$ cat src/rtl/monostable_rr_sched.sv
// Purpose : round-robin sharing of one retriggerable monostable pulse timer among N_REQ requesters.
// Latency : grant, owner, q and busy rise on the same edge that arbitrates; q lasts max(period,1) clocks.
// Backpr. : none; requesters hold req until granted, and losers simply wait for a later IDLE cycle.
//
// Ports
//   i_clk     clock, rising edge
//   i_rst_n   asynchronous active-low reset
//   i_req     per-requester request level
//   i_retrig  per-requester retrigger pulse; only the current owner's bit reloads the timer
//   i_abort   ends the running period on the next edge without a done pulse
//   i_period  pulse length in clocks, sampled at grant and at each accepted retrigger (0 acts as 1)
//   o_grant   one-hot owner while the timer runs, all-zero otherwise
//   o_owner   index of the current owner, or of the last owner while idle
//   o_q       monostable output
//   o_busy    timer running
//   o_done    one-cycle pulse to the owner on natural expiry only
module monostable_rr_sched #(
  parameter int N_REQ = 4,
  parameter int CNT_W = 9,
  parameter int IDX_W = 2
) (
  input  logic             i_clk,
  input  logic             i_rst_n,
  input  logic [N_REQ-1:0] i_req,
  input  logic [N_REQ-1:0] i_retrig,
  input  logic             i_abort,
  input  logic [CNT_W-1:0] i_period,
  output logic [N_REQ-1:0] o_grant,
  output logic [IDX_W-1:0] o_owner,
  output logic             o_q,
  output logic             o_busy,
  output logic [N_REQ-1:0] o_done
);

  typedef enum logic [1:0] {
    S_IDLE   = 2'd0,
    S_ACTIVE = 2'd1,
    S_GAP    = 2'd2
  } state_t;

  // Registered state and outputs
  state_t           r_state;
  logic [N_REQ-1:0] r_grant;
  logic [IDX_W-1:0] r_owner;
  logic             r_q;
  logic             r_busy;
  logic [N_REQ-1:0] r_done;
  logic [IDX_W-1:0] r_rr_ptr;
  logic [CNT_W-1:0] r_cnt;

  // Next-state values
  state_t           w_state_nxt;
  logic [N_REQ-1:0] w_grant_nxt;
  logic [IDX_W-1:0] w_owner_nxt;
  logic             w_q_nxt;
  logic             w_busy_nxt;
  logic [N_REQ-1:0] w_done_nxt;
  logic [IDX_W-1:0] w_rr_ptr_nxt;
  logic [CNT_W-1:0] w_cnt_nxt;

  // Arbitration helpers
  logic             w_any_req;
  logic [IDX_W-1:0] w_win;
  logic [N_REQ-1:0] w_win_oh;
  logic [IDX_W-1:0] w_win_inc;
  logic [CNT_W-1:0] w_period_eff;
  logic             w_owner_retrig;

  assign w_any_req = |i_req;

  // A zero period would otherwise underflow the down-counter; run it as one clock.
  assign w_period_eff = (i_period == '0) ? CNT_W'(1) : i_period;

  // Only the owner's retrigger bit matters; everyone else is ignored.
  assign w_owner_retrig = i_retrig[r_owner];

  // Round-robin search: first asserted request at or after r_rr_ptr, wrapping.
  always_comb begin
    logic             v_found;
    logic [IDX_W-1:0] v_idx;
    w_win   = r_rr_ptr;
    v_found = 1'b0;
    v_idx   = '0;
    for (int i = 0; i < N_REQ; i++) begin
      v_idx = IDX_W'((int'(r_rr_ptr) + i) % N_REQ);
      if (!v_found && i_req[v_idx]) begin
        v_found = 1'b1;
        w_win   = v_idx;
      end
    end
  end

  assign w_win_oh  = N_REQ'(1) << w_win;
  // Wrap explicitly so non-power-of-two N_REQ still cycles over valid indices.
  assign w_win_inc = (w_win == IDX_W'(N_REQ - 1)) ? '0 : (w_win + IDX_W'(1));

  // Next-state and output decode
  always_comb begin
    w_state_nxt  = r_state;
    w_grant_nxt  = r_grant;
    w_owner_nxt  = r_owner;
    w_q_nxt      = r_q;
    w_busy_nxt   = r_busy;
    w_done_nxt   = '0;
    w_rr_ptr_nxt = r_rr_ptr;
    w_cnt_nxt    = r_cnt;

    unique case (r_state)
      S_IDLE: begin
        if (w_any_req) begin
          w_state_nxt  = S_ACTIVE;
          w_grant_nxt  = w_win_oh;
          w_owner_nxt  = w_win;
          w_cnt_nxt    = w_period_eff;
          w_q_nxt      = 1'b1;
          w_busy_nxt   = 1'b1;
          w_rr_ptr_nxt = w_win_inc;
        end
      end

      S_ACTIVE: begin
        if (i_abort) begin
          w_state_nxt = S_GAP;
          w_cnt_nxt   = '0;
          w_q_nxt     = 1'b0;
          w_grant_nxt = '0;
          w_busy_nxt  = 1'b0;
        end else if (w_owner_retrig) begin
          // Reload beats expiry when both land on the same edge.
          w_cnt_nxt = w_period_eff;
        end else if (r_cnt == CNT_W'(1)) begin
          w_state_nxt         = S_GAP;
          w_cnt_nxt           = '0;
          w_q_nxt             = 1'b0;
          w_grant_nxt         = '0;
          w_busy_nxt          = 1'b0;
          w_done_nxt[r_owner] = 1'b1;
        end else begin
          w_cnt_nxt = r_cnt - CNT_W'(1);
        end
      end

      S_GAP: begin
        // Forces at least one low cycle on q between owners, even on a re-win.
        w_state_nxt = S_IDLE;
      end

      default: begin
        w_state_nxt = S_IDLE;
        w_grant_nxt = '0;
        w_q_nxt     = 1'b0;
        w_busy_nxt  = 1'b0;
        w_cnt_nxt   = '0;
      end
    endcase
  end

  // State register
  always_ff @(posedge i_clk or negedge i_rst_n) begin
    if (!i_rst_n) begin
      r_state  <= S_IDLE;
      r_grant  <= '0;
      r_owner  <= '0;
      r_q      <= 1'b0;
      r_busy   <= 1'b0;
      r_done   <= '0;
      r_rr_ptr <= '0;
      r_cnt    <= '0;
    end else begin
      r_state  <= w_state_nxt;
      r_grant  <= w_grant_nxt;
      r_owner  <= w_owner_nxt;
      r_q      <= w_q_nxt;
      r_busy   <= w_busy_nxt;
      r_done   <= w_done_nxt;
      r_rr_ptr <= w_rr_ptr_nxt;
      r_cnt    <= w_cnt_nxt;
    end
  end

  assign o_grant = r_grant;
  assign o_owner = r_owner;
  assign o_q     = r_q;
  assign o_busy  = r_busy;
  assign o_done  = r_done;

endmodule
$ cat config.mk
export PLATFORM = sky130hd
export DESIGN_NAME = monostable_rr_sched
export DESIGN_NICKNAME = d
export VERILOG_FILES = /design/src/rtl/monostable_rr_sched.sv
export SDC_FILE = /design/constraint.sdc
export NUM_CORES = 1
export LEC_CHECK = 0
export ABC_AREA = 1
export ABC_CLOCK_PERIOD_IN_PS = 3200
export CAP_MARGIN = 40
export CORE_AREA = 8 8 65 67
export CTS_CLUSTER_DIAMETER = 60
export DETAILED_ROUTE_END_ITERATION = 10
export DIE_AREA = 0 0 73 75
export PLACE_DENSITY = 0.82
export RECOVER_POWER = 25
export REMOVE_ABC_BUFFERS = 1
export SLEW_MARGIN = 25
export SYNTH_ARGS = -nofsm -noshare
export SYNTH_HDL_FRONTEND = slang
export SYNTH_SLANG_ARGS = --single-unit
$ cat constraint.sdc
create_clock -name i_clk -period 3.2 [get_ports i_clk]
set_clock_uncertainty 0.1 [all_clocks]
set_input_delay 0.64 -clock i_clk [delete_from_list [all_inputs] [get_ports i_clk]]
set_output_delay 0.64 -clock i_clk [all_outputs]
set_load 0.05 [all_outputs]
---- Yosys cells after proc, flatten, opt, wreduce, memory -nomap -nowiden ----
Cells that the tools add are included.
storage, ports and cells
  register bits after elaboration ......... 24
  output and inout port bits .............. 12
  logic and storage cells ................. 85
operators by class
  $add $sub $neg .......................... 5
  order comparisons ....................... 6
  equal/unequal tests ..................... 7
  shift-type cells ........................ 1
  mux-type cells .......................... 44
  bitwise gates (word level) .............. 1
  reduce and logical (&&, ||, !) cells .... 14
operators with widths
  cell                 count
  $mux 9               5
  $mux 4               8
  $pmux 9 s3           1
  $mux 2               8
  $lt 2x3->1 const B   5
  $mux 1               13
  $pmux 4 s3           1
  $bmux 1 s2           5
  $eq 9x1->1 const B   1
  $logic_not 9->1      1
  $sub 9x1->9 const B  1
  $ne 3x3->1 const B   2
  $add 2x1->2 const B  2
  $add 2x2->2 const B  2
  $eq 2x2->1 const B   2
  $logic_and 1x1->1    4
  $pmux 2 s2           1
  $reduce_and 2->1     2
  $reduce_and 4->1     1
  $reduce_or 4->1      1
  $shl 1x2->4 const A  1
  $logic_not 1->1      3
  $pmux 1 s3           1
  $reduce_and 3->1     1
  other kinds (6)      6

---- Logic depth before layout (Yosys ltp) ----
Gate-level depths: netlist of the first run.
  depth in word-level cells ............... 15
  mapped depth ............................ 16

---- Least setup slack after synthesis of the first run ----
No wires, ideal clock.
  kind .................................... input-to-reg
  from .................................... in i_req[1]
  to ...................................... reg r_rr_ptr[1]
  arrival ................................. 1.743 ns
  data required time ...................... 2.966 ns
  path slack .............................. 1.223 ns
  stages .................................. 13
  path through ............................ nand2_1 > nand3_1 > nand2_1 > nand3_1 > nand2_1 > nand2_1 > nand2_1 > nand2_1 > nand2_1 > inv_1 > ha_1 > nand2_1 > o21ai_0
on the way
  longest elaborated chain between the ends .. 14
RTL lines
  item                                              line  source
  from (decl)                                       24    input logic [N_REQ-1:0] i_req,
  $bmux 1 s2                                        86    if (!v_found && i_req[v_idx]) begin
  $mux 1 (implied by the code)                      86
  $mux 1                                            86
  $logic_not 1->1                                   86
  $logic_and 1x1->1                                 86
  $mux 1                                            86
  $logic_not 1->1                                   86
  $logic_and 1x1->1                                 86
  $mux 1                                            86
  $logic_not 1->1                                   86
  $logic_and 1x1->1                                 86
  $mux 2 (*)                                        86
  net w_win[1]                                      63    logic [IDX_W-1:0] w_win;
  $add 2x1->2 / $eq 2x2->1 (equally long branches)  95    assign w_win_inc = (w_win == IDX_W'(N_REQ - 1)) ? '0 : (w_win + IDX_W'(1));
  $mux 2 (*)                                        95
  net w_win_inc[1]                                  65    logic [IDX_W-1:0] w_win_inc;
  to (signal assigned)                              176   r_rr_ptr <= w_rr_ptr_nxt;
  to (decl)                                         48    logic [IDX_W-1:0] r_rr_ptr;
The timed path passes the listed nets; every way through them passes the cells marked *. The select of a mux whose other input is x is not followed.
A chain may end at the register's enable or synchronous reset.

---- Worst setup path after layout of the first run ----
  from .................................... reg r_owner[0], in the netlist o_owner[0]
  to ...................................... out o_owner[0]
RTL lines
  item                    line  source
  from (decl)             44    logic [IDX_W-1:0] r_owner;
  from (signal assigned)  172   r_owner <= w_owner_nxt;
  to (decl)               29    output logic [IDX_W-1:0] o_owner,
No word-level cell between the ends.

==> metrics.md, run 1 <==
| Metric | Value |
|---|---|
| Outcome | finished clean |
| Boundary Pins | 32 |
| Vias | 1635 |
| Stages on the worst setup path | 1 |
| Fin cells | 330 |
| Total gr overflow | 0 |
| Hold buffer count at CTS | 0 |
| Post-cts resize count | 0 |
| Clock sink total | 24 |
| Min-delay src | o_grant[1]$_DFFE_PN0P_ |
| Core Footprint | 3230 sq um |
| CTS buffer count | 3 |
| Synth warn | 0 |
| Worst IR Drop VDD | 0.000649 V |
| Total power | 1.96 mW |
| Top delay family on crit path | buffers and inverters |
| Critical Path Start | o_owner[0]$_DFFE_PN0P_ |
| Post-synthesis instance total | 253 |
| Die X-Extent | 73 microns |
| Routed WL | 3900 microns |
| Tcrit/Tclk final | 0.753 |
| Crit end category | primary output |
| Routed Antenna Nets | 0 |
| CP Launch Type | flop |
| Skew-Pair Late Insertion Delay | 0.31 ns |
| Ant. Diodes | 0 |
| Largest area contributor in the netlist | dfrtp_1 |
| CP max stage cell | clkdlybuf4s50_1 |
| Final slew viol count | 0 |
| Clock root buffer | clkbuf_4 |
| Cell area after synthesis | 1710 sq um |
| Crit Path Class | reg -> out |
| GRT Overall Usage | 0.155 |
| Die ar. | 5480 sq um |
| Layout cell share with drive strength beyond 1 | 0.0739 |
| Dpl hpwl | 3090 microns |
| Vias in the first global route | 1535 |
| Worst slew margin | 0.142 |
| Syn avg cell area | 6.76 sq um |
| Routed len/inst | 11.8 microns |
| CP max FO | 7 |
| Pre-antenna DRT Iters | 4 |
| Row count | 21 |
| Post-synthesis register bit count | 24 |
| Initial core utilization | 0.529 |
| Post-layout util | 0.642 |
| Largest net degree at the start of global routing | 25 |
| # DRC | 0 |
| Area Overhead vs Synth | 21.4% |
| Hold_ws | 0.415 ns |
| CTS tree | yes |
| Final setup margin | 0.791 ns |
| Htree depth | 1 |
| Cell count after placement | 326 |
| Vias/cell | 4.95 |
| Setup Slack @ Placement | 0.531 ns |
| Bufs and invs on worst path | 1 |
| Cell Chain, Critical Path | clkdlybuf4s50_1 |
| Initial antenna violation count | 0 |
| Placed cell area | 2040 sq um |
| Die height | 75 microns |
| Top-area cell type share of the netlist area | 0.351 |
| Final #Nets | 311 |
| Data arrival, critical path | 1.67 ns |
| Fin Setup TNS | 0 ns |
| Netlist cell types | 28 |
| Worst hold stages | 2 |
| # setup viols final | 0 |
| 1st-iter DRT viols | 113 |
| Final Hold Fails | 0 |
| I/O Buffers | 31 |
| Clock-pin slew on the worst setup and hold paths | 0.12 ns |
| CTS max path bufs | 2 |
| Fmax | 415 MHz |
| Layout filler cell count | 306 |
| RSZ-0062 raised after global routing | no |
| Post-CTS Setup Bufs | 0 |
| Final Cell Area | 2070 sq um |
| Power Density | 947 nW/um^2 |
| Worst path required time | 2.46 ns |
| CP peak stage delay | 0.86 ns |
| Measured slew at the worst slew-check pin | 1.29 ns |
| Cells on worst reg2reg path | 15 |
| Worst hold path class | reg -> reg |
| Final Wtd Congestion | 0.868 |
| First-pass GRT wire length | 6770 microns |
| Reg-to-Reg Start | r_rr_ptr[0]$_DFFE_PN0P_ |
| Post-synthesis sequential area ratio | 0.351 |
| Number of max-cap violations | 0 |
| LEAKAGE | 1.07 nW |
| Largest cells by area after synthesis | dfrtp_1, nand2_1, nand3_1 |
| Fin crit period | 2.41 ns |
## per-layer routing
layer  share of wire  GRT usage
met4          0.0082     0.0400
met3           0.039     0.0399
met5               0          0
met1            0.47      0.194
met2            0.48      0.257
## layout by cell type (no fill, tap or decap), types with 2 or more instances in the layout
cell type        Yosys  routed
nand2_1            111     111
dfrtp_1             24      24
ha_1                 6       6
inv_2                3       3
o21ai_0              9       9
nand3_1             21      21
nor2_2               2       2
xor2_1               2       2
clkbuf_4             0       3
nor2_1              14      14
nor2_4               2       2
nand2_2              3       3
nand4_1              3       3
xnor2_1              2       2
clkdlybuf4s50_1      0      30
nor3_1               4       4
o21ai_1             10      10
inv_1               22      22
## final cells by class
| type | count | area (sq um) | share of cell area |
|---|---|---|---|
| clock buffer | 4 | 36.3 | 0.0175 |
| inverter | 25 | 93.8 | 0.0452 |
| sequential | 24 | 601 | 0.290 |
| multi-input combinational | 198 | 965 | 0.465 |
| tap | 46 | 57.6 | 0.0277 |
| timing repair buffer | 33 | 322 | 0.155 |
## registers in the layout, indices dropped and copies added, names as in the netlist
| name | cells |
|---|---|
| r_cnt | 9 |
| o_grant | 4 |
| o_owner | 2 |
| r_state | 2 |
| o_done | 4 |
| r_rr_ptr | 2 |
| o_busy | 1 |
## where the power goes
group	switching (mW)	leakage (nW)	internal (mW)
sequential	0.122	0.312	0.408
combinational	0.843	0.741	0.436
clock	0.0852	0.0210	0.0695
total	1.05	1.07	0.913
## kinds of logic after synthesis
kind of cell,after synthesis,share of synthesized area
AO/OA/AOI/OAI,22,0.0695
XOR/XNOR,4,0.0205
adder cells (fa/ha/maj),6,0.0439
buffers and inverters,31,0.0842
flip-flops,24,0.351
AND/OR/NAND/NOR,166,0.430
## worst reg2reg max path: stages, from the launching register on
cell,delay (ns)
dfrtp_1,0.53
inv_1,0.31
nand2_1,0.09
nand2_1,0.15
nand2_1,0.08
nand2_1,0.08
nand3_1,0.11
nand2_1,0.10
nand2_1,0.05
nand2_1,0.06
nand2_1,0.06
nand2_1,0.10
inv_1,0.07
ha_1,0.26
nand2_1,0.06
o21ai_0,0.07
## final timing paths
check / slack (ns) / endpoint
min in group asynchronous: 1.02 / o_done[3]$_DFF_PN0_
max reg2reg: 0.82 / r_rr_ptr[1]$_DFFE_PN0P_
min: 0.41 / o_grant[1]$_DFFE_PN0P_
max in group asynchronous: 1.23 / r_rr_ptr[0]$_DFFE_PN0P_
max: 0.79 / o_owner[0]
min reg2reg: 0.41 / o_grant[1]$_DFFE_PN0P_
## cell usage after synthesis
cell type	instances
buf_2	1
dfrtp_1	24
nand3_1	21
nand2_1	111
o31ai_1	1
nand3_2	1
nand3b_1	1
nand2_2	3
nor4_2	1
inv_1	22
nor2_1	14
nor3_1	4
nand4_1	3
xnor2_1	2
buf_6	2
buf_4	3
ha_1	6
o21ai_1	10
nor2_2	2
or2_2	1
inv_2	3
xor2_1	2
o21ai_2	1
nand4_4	1
nor2_4	2
a21boi_0	1
o21ai_0	9
nand2_4	1
Power figures use the tool's default switching activity.
==> inputs of run 2 (changes only) <==
Settings changed: ABC_CLOCK_PERIOD_IN_PS 3200 to 2050, CORE_AREA 8 8 65 67 to 8 8 70 72, DIE_AREA 0 0 73 75 to 0 0 78 80, PLACE_DENSITY 0.82 to 0.73.
Clock period 3.2 ns to 2.05 ns, I/O delays scaled along.
==> run 2 against run 1 <==
Net effect:
- sequential share of layout area down 3.0 points
- critical path type is now reg -> reg
- via count up 10%
- clock power up 110%
- first-iteration DRC count up 3.5%
- critical endpoint is now r_rr_ptr[1]$_DFFE_PN0P_
- largest cell class unchanged
==> metrics.md, run 2 (synthesized netlist as in run 1, its figures left out) <==
| Metric | Value |
|---|---|
| CP peak stage delay | 0.46 ns |
| Final Hold Fails | 0 |
| Fin crit period | 2.01 ns |
| CTS max path bufs | 2 |
| I/O Buffers | 31 |
| Vias/cell | 5.07 |
| CTS buffer count | 3 |
| Area Overhead vs Synth | 36.2% |
| Post-layout util | 0.604 |
| GRT Overall Usage | 0.139 |
| Row count | 23 |
| Sw Share | 0.511 |
| Outcome | finished clean |
| Ant. Diodes | 0 |
| Die ar. | 6240 sq um |
| Flop-to-flop setup slack | 0.04 ns |
| Routed len/inst | 12.7 microns |
| Data arrival, critical path | 2.06 ns |
| Clock sink total | 24 |
| Crit end category | flop |
| Routed WL | 4510 microns |
| Worst path required time | 2.10 ns |
| Tcrit/Tclk final | 0.978 |
| LEAKAGE | 1.24 nW |
| Worst slew margin | 0.666 |
| Layout filler cell count | 332 |
| CTS tree | yes |
| Clock-pin slew on the worst setup and hold paths | 0.08 ns |
| Clock share of power | 0.088 |
| Dpl hpwl | 3220 microns |
| CP Launch Type | flop |
| Final slew viol count | 0 |
| 1st-iter DRT viols | 117 |
| Max reg flops | 9 |
| Worst IR Drop VDD | 0.000984 V |
| Commonest non-fill, non-tap cells in the layout | nand2_1, buf_4, dfrtp_1, inv_1, clkdlybuf4s50_1 |
| Fmax | 499 MHz |
| Crit Path Class | reg -> reg |
| Htree depth | 1 |
| First-pass GRT wire length | 7160 microns |
| Vias | 1799 |
| Largest net degree at the start of global routing | 25 |
| Skew-Pair Late Insertion Delay | 0.27 ns |
| Clock root buffer | clkbuf_8 |
| # setup viols final | 0 |
| Commonest non-fill, non-tap cell in the layout | nand2_1 |
| Number of max-cap violations | 0 |
| Core Footprint | 3860 sq um |
| Hold buffer count at CTS | 0 |
| Initial core utilization | 0.443 |
| Final Wtd Congestion | 0.842 |
| Switch Pwr | 1.87 mW |
| Reg power frac | 0.224 |
| Layout cell share with drive strength beyond 1 | 0.236 |
| Comb pwr share | 0.688 |
| Total power | 3.66 mW |
| Measured slew at the worst slew-check pin | 0.499 ns |
| Worst hold path class | reg -> reg |
| CP max FO | 5 |
| CP max stage cell | dfrtp_2 |
| Total gr overflow | 0 |
| Vias in the first global route | 1634 |
| # DRC | 0 |
| Cell Chain, Critical Path | buf_4 > nand2_1 > nand3_2 > nand2_4 > nand3_1 > nor2_2 > nand2_2 > nand2_2 > inv_1 > ha_1 > nand2_1 > o21ai_0 |
| Initial antenna violation count | 0 |
| Die height | 80 microns |
| Pre-antenna DRT Iters | 4 |
| Final #Nets | 332 |
| Boundary Pins | 32 |
| Power Density | 1570 nW/um^2 |
| Routed Antenna Nets | 0 |
| Die X-Extent | 78 microns |
| Reg with most FFs | r_cnt |
| Cell internal pwr | 1.79 mW |
## run 2: cell types whose count changed in the layout (fill, tap and decap cells not counted), moves of 4 or more
cell / before / now
buf_4: 1 / 29
nand3_2: 1 / 5
nand3_1: 21 / 17
clkdlybuf4s50_1: 30 / 18
nand2_2: 3 / 14
nand2_1: 111 / 99
## run 2: worst paths after layout
path	depth (start not counted)	from	endpoint
worst max register to register	12	r_rr_ptr[0]$_DFFE_PN0P_	r_rr_ptr[1]$_DFFE_PN0P_
worst max-delay path	12	r_rr_ptr[0]$_DFFE_PN0P_	r_rr_ptr[1]$_DFFE_PN0P_
max in group asynchronous	2	i_rst_n	r_rr_ptr[0]$_DFFE_PN0P_
min in group asynchronous	2	i_rst_n	r_cnt[4]$_DFFE_PN0P_
worst min-delay path	2	o_grant[2]$_DFFE_PN0P_	o_grant[2]$_DFFE_PN0P_
worst min register to register	2	o_grant[2]$_DFFE_PN0P_	o_grant[2]$_DFFE_PN0P_
## run 2: routing by layer
layer | vias up | GRT usage | share of wire
met3 | 16 | 0.0293 | 0.046
met2 | 48 | 0.224 | 0.48
met1 | 830 | 0.175 | 0.44
met5 | - | 0 | 0
met4 | 0 | 0.0648 | 0.030
li1 | 905 | - | -
## run 2: layout make-up
cell class,count,area [sq um],area share
multi-input combinational,198,1020,0.439
sequential,24,603,0.259
inverter,25,98.8,0.0425
timing repair buffer,54,485,0.209
clock buffer,4,55.1,0.0237
tap,50,62.6,0.0269
## run 2: worst max-delay path, delay by kind of cell, from the launching register on
| kind | cells | cell delay [ns] |
|---|---|---|
| and+or+nand+nor | 8 | 0.76 |
| DFF | 1 | 0.46 |
| adders and majority gates | 1 | 0.26 |
| buffers and inverters | 2 | 0.23 |
| AOI/OAI and AO/OA | 1 | 0.07 |
## run 2: repair_timing
| item | CTS | global route |
|---|---|---|
| resized for setup | 4 | 26 |
| setup endpoints to repair | 1 | 13 |
| cloned | 0 | 1 |
| setup buffers | 0 | 6 |
| pin swaps | 0 | 10 |
## run 2: stage by stage
stage / instances / worst slack (ns) / setup TNS, ns / hold WS [ns] / cell area, sq um
after floorplan: 247 / -0.00796 / -0.00796 / 0.0144 / 1660
after global placement: 344 / -0.260 / -3.20 / 0.369 / 2140
after detailed placement: 344 / -0.299 / -3.28 / 0.372 / 2140
after CTS: 348 / 0.00303 / 0 / 0.401 / 2200
after global routing: 355 / -0.0957 / -0.285 / 0.415 / 2330
final: 355 / 0.0443 / 0 / 0.397 / 2330
## run 2: power groups by stage
stage	clock, mW	combinational [mW]	sequential, mW
after floorplan	0	1.32	0.983
after global placement	0	2.19	0.802
after detailed placement	0	2.23	0.807
after CTS	0.328	2.25	0.801
after global routing	0.345	2.80	0.845
final	0.322	2.52	0.821
==> inputs of run 3 (changes only) <==
Settings changed: CORE_AREA 8 8 70 72 to 4 4 66 68, DIE_AREA 0 0 78 80 to 0 0 70 72.
==> run 3 against run 2 <==
Net effect:
- largest power group unchanged
- global-route usage up 1.9 points
- utilization up 0.71 points
- combinational power up 4%
- critical endpoint is now o_grant[0]$_DFFE_PN0P_
- clock power down 16%
- clock-buffer cell count down 1
- non-clock buffer count unchanged
- sequential power up 0.5%
- largest cell class unchanged
- total power up 1.5%
- hold slack worse by 0.0023 ns
- final area up 1.2%
- first-iteration DRC count down 23%
- via count down 2.6%
==> metrics.md, run 3 (synthesized netlist as in run 1, its figures left out) <==
| Metric | Value |
|---|---|
| Die height | 72 microns |
| Placed cell area | 2150 sq um |
| Reg power frac | 0.222 |
| Critical Path Start | r_rr_ptr[0]$_DFFE_PN0P_ |
| Vias/cell | 4.95 |
| Core Footprint | 3860 sq um |
| Boundary Pins | 32 |
| Vias in the first global route | 1513 |
| Sw Share | 0.516 |
| Reg with most FFs | r_cnt |
| Reg-to-Reg Start | r_rr_ptr[0]$_DFFE_PN0P_ |
| LEAKAGE | 1.23 nW |
| Row count | 23 |
| Final slew viol count | 0 |
| CTS buffer count | 3 |
| Layout cell share with drive strength beyond 1 | 0.237 |
| Vias | 1753 |
| Worst hold path class | reg -> reg |
| First-pass GRT wire length | 6560 microns |
| Number of max-cap violations | 0 |
| Hold buffer count at CTS | 0 |
| Cells on worst reg2reg path | 15 |
| Clock-pin slew on the worst setup and hold paths | 0.08 ns |
| # setup viols final | 0 |
| Htree depth | 1 |
| CTS tree | yes |
| Layout filler cell count | 341 |
| Ant. Diodes | 0 |
| Commonest non-fill, non-tap cell in the layout | nand2_1 |
| Worst IR Drop VDD | 0.00120 V |
| Routed WL | 4370 microns |
| Total gr overflow | 0 |
| Die ar. | 5040 sq um |
| Max reg flops | 9 |
| Area Overhead vs Synth | 37.8% |
| Clock sink total | 24 |
| Total power | 3.72 mW |
| Flop-to-flop setup slack | 0.02 ns |
| # DRC | 0 |
| Power Density | 1580 nW/um^2 |
| Outcome | finished clean |
| Crit Path Class | reg -> reg |
| CP Launch Type | flop |
| Initial core utilization | 0.443 |
| Crit end category | flop |
| Commonest non-fill, non-tap cells in the layout | nand2_1, buf_4, dfrtp_1, clkdlybuf4s50_1, inv_1 |
| Area of the multi-input gates | 1060 sq um |
| Cell internal pwr | 1.80 mW |
| CP max FO | 6 |
| Worst slew margin | 0.594 |
| Initial antenna violation count | 0 |
| Largest net degree at the start of global routing | 25 |
| Comb pwr share | 0.705 |
| Final Hold Fails | 0 |
| Fmax | 491 MHz |
| Final Cell Area | 2350 sq um |
| Worst path required time | 2.11 ns |
| Measured slew at the worst slew-check pin | 0.610 ns |
| RR Endpoint | o_grant[0]$_DFFE_PN0P_ |
| Die X-Extent | 70 microns |
| Final #Nets | 332 |
| Tcrit/Tclk final | 0.993 |
| Skew-Pair Late Insertion Delay | 0.26 ns |
| 1st-iter DRT viols | 90 |
| I/O Buffers | 31 |
| Dpl hpwl | 3000 microns |
| Fin crit period | 2.03 ns |
| Clock root buffer | clkbuf_8 |
| Clock share of power | 0.073 |
| Switch Pwr | 1.92 mW |
| CP endpoint | o_grant[0]$_DFFE_PN0P_ |
| Seq. cell area | 603 sq um |
| Data arrival, critical path | 2.09 ns |
| Final Wtd Congestion | 0.894 |
| Pre-antenna DRT Iters | 4 |
| Routed Antenna Nets | 0 |
| Routed len/inst | 12.3 microns |
| GRT Overall Usage | 0.158 |
| CTS max path bufs | 2 |
run 3: cell count changes in the layout (fill, tap and decap cells not counted), moves of 2 or more:
cell,delta
ha_1,-2
buf_4,-6
nand2_1,-2
buf_6,+3
clkdlybuf4s50_1,+3
run 3: cell type report:
| cell class | count | share of cell area |
|---|---|---|
| Inverter | 25 | 0.0430 |
| Tap cell | 50 | 0.0266 |
| Timing Repair Buffer | 54 | 0.208 |
| Sequential cell | 24 | 0.256 |
| Multi-Input combinational cell | 198 | 0.449 |
| Clock buffer | 3 | 0.0175 |
run 3: routing by layer:
layer	up-vias	GRT usage	part of all wire
li1	903	-	-
met1	793	0.221	0.46
met2	42	0.256	0.47
met3	15	0.0263	0.035
met4	0	0.0447	0.032
met5	-	0	0
run 3: worst min-delay path by stage:
stage                                start                endpoint  slack, ns  depth (start not counted)
floorplan                          i_rst_n      o_busy$_DFFE_PN0P_       0.01                          0
global placement    o_grant[3]$_DFFE_PN0P_  o_grant[3]$_DFFE_PN0P_       0.37                          2
detailed placement  o_grant[3]$_DFFE_PN0P_  o_grant[3]$_DFFE_PN0P_       0.37                          2
CTS                 o_grant[3]$_DFFE_PN0P_  o_grant[3]$_DFFE_PN0P_       0.40                          2
global route        o_grant[3]$_DFFE_PN0P_  o_grant[3]$_DFFE_PN0P_       0.43                          2
finish              o_grant[3]$_DFFE_PN0P_  o_grant[3]$_DFFE_PN0P_       0.39                          2
run 3: worst max-delay path, cell delays in order, from the launching register on:
cell	delay [ns]
dfrtp_2	0.45
buf_6	0.15
nand2_1	0.07
nand2_2	0.07
nand2_1	0.11
nand2_2	0.09
nand3_4	0.10
nand2_2	0.06
nand2_1	0.07
nand2_1	0.07
nand2_2	0.07
nand2_2	0.07
buf_4	0.14
ha_1	0.16
nand3_1	0.09
nand2_1	0.06
run 3: repair_timing:
item	in CTS	in global routing
gates resized for setup	2	39
buffers inserted	0	5
setup endpoints to repair	1	13
gates cloned	0	1
pin swaps	0	18
run 3: stage by stage:
| step | util | hold slack, ns | instances | setup TNS (ns) | setup WS (ns) |
|---|---|---|---|---|---|
| 2_1_floorplan | - | 0.0144 | 247 | -0.00796 | -0.00796 |
| 3_3_place_gp | 0.557 | 0.371 | 345 | -2.85 | -0.251 |
| 3_5_place_dp | 0.557 | 0.373 | 345 | -3.09 | -0.292 |
| 4_1_cts | 0.567 | 0.398 | 348 | 0 | 0.00105 |
| 5_1_grt | 0.611 | 0.425 | 354 | -0.285 | -0.0874 |
| 6_report | 0.611 | 0.394 | 354 | 0 | 0.0150 |
run 3: power groups by stage:
stage / logic [mW] / clock network [mW] / registers (mW)
finish: 2.62 / 0.271 / 0.825
detailed placement: 2.21 / 0 / 0.802
global placement: 2.19 / 0 / 0.802
global route: 2.93 / 0.295 / 0.851
CTS: 2.22 / 0.279 / 0.800
floorplan: 1.32 / 0 / 0.983
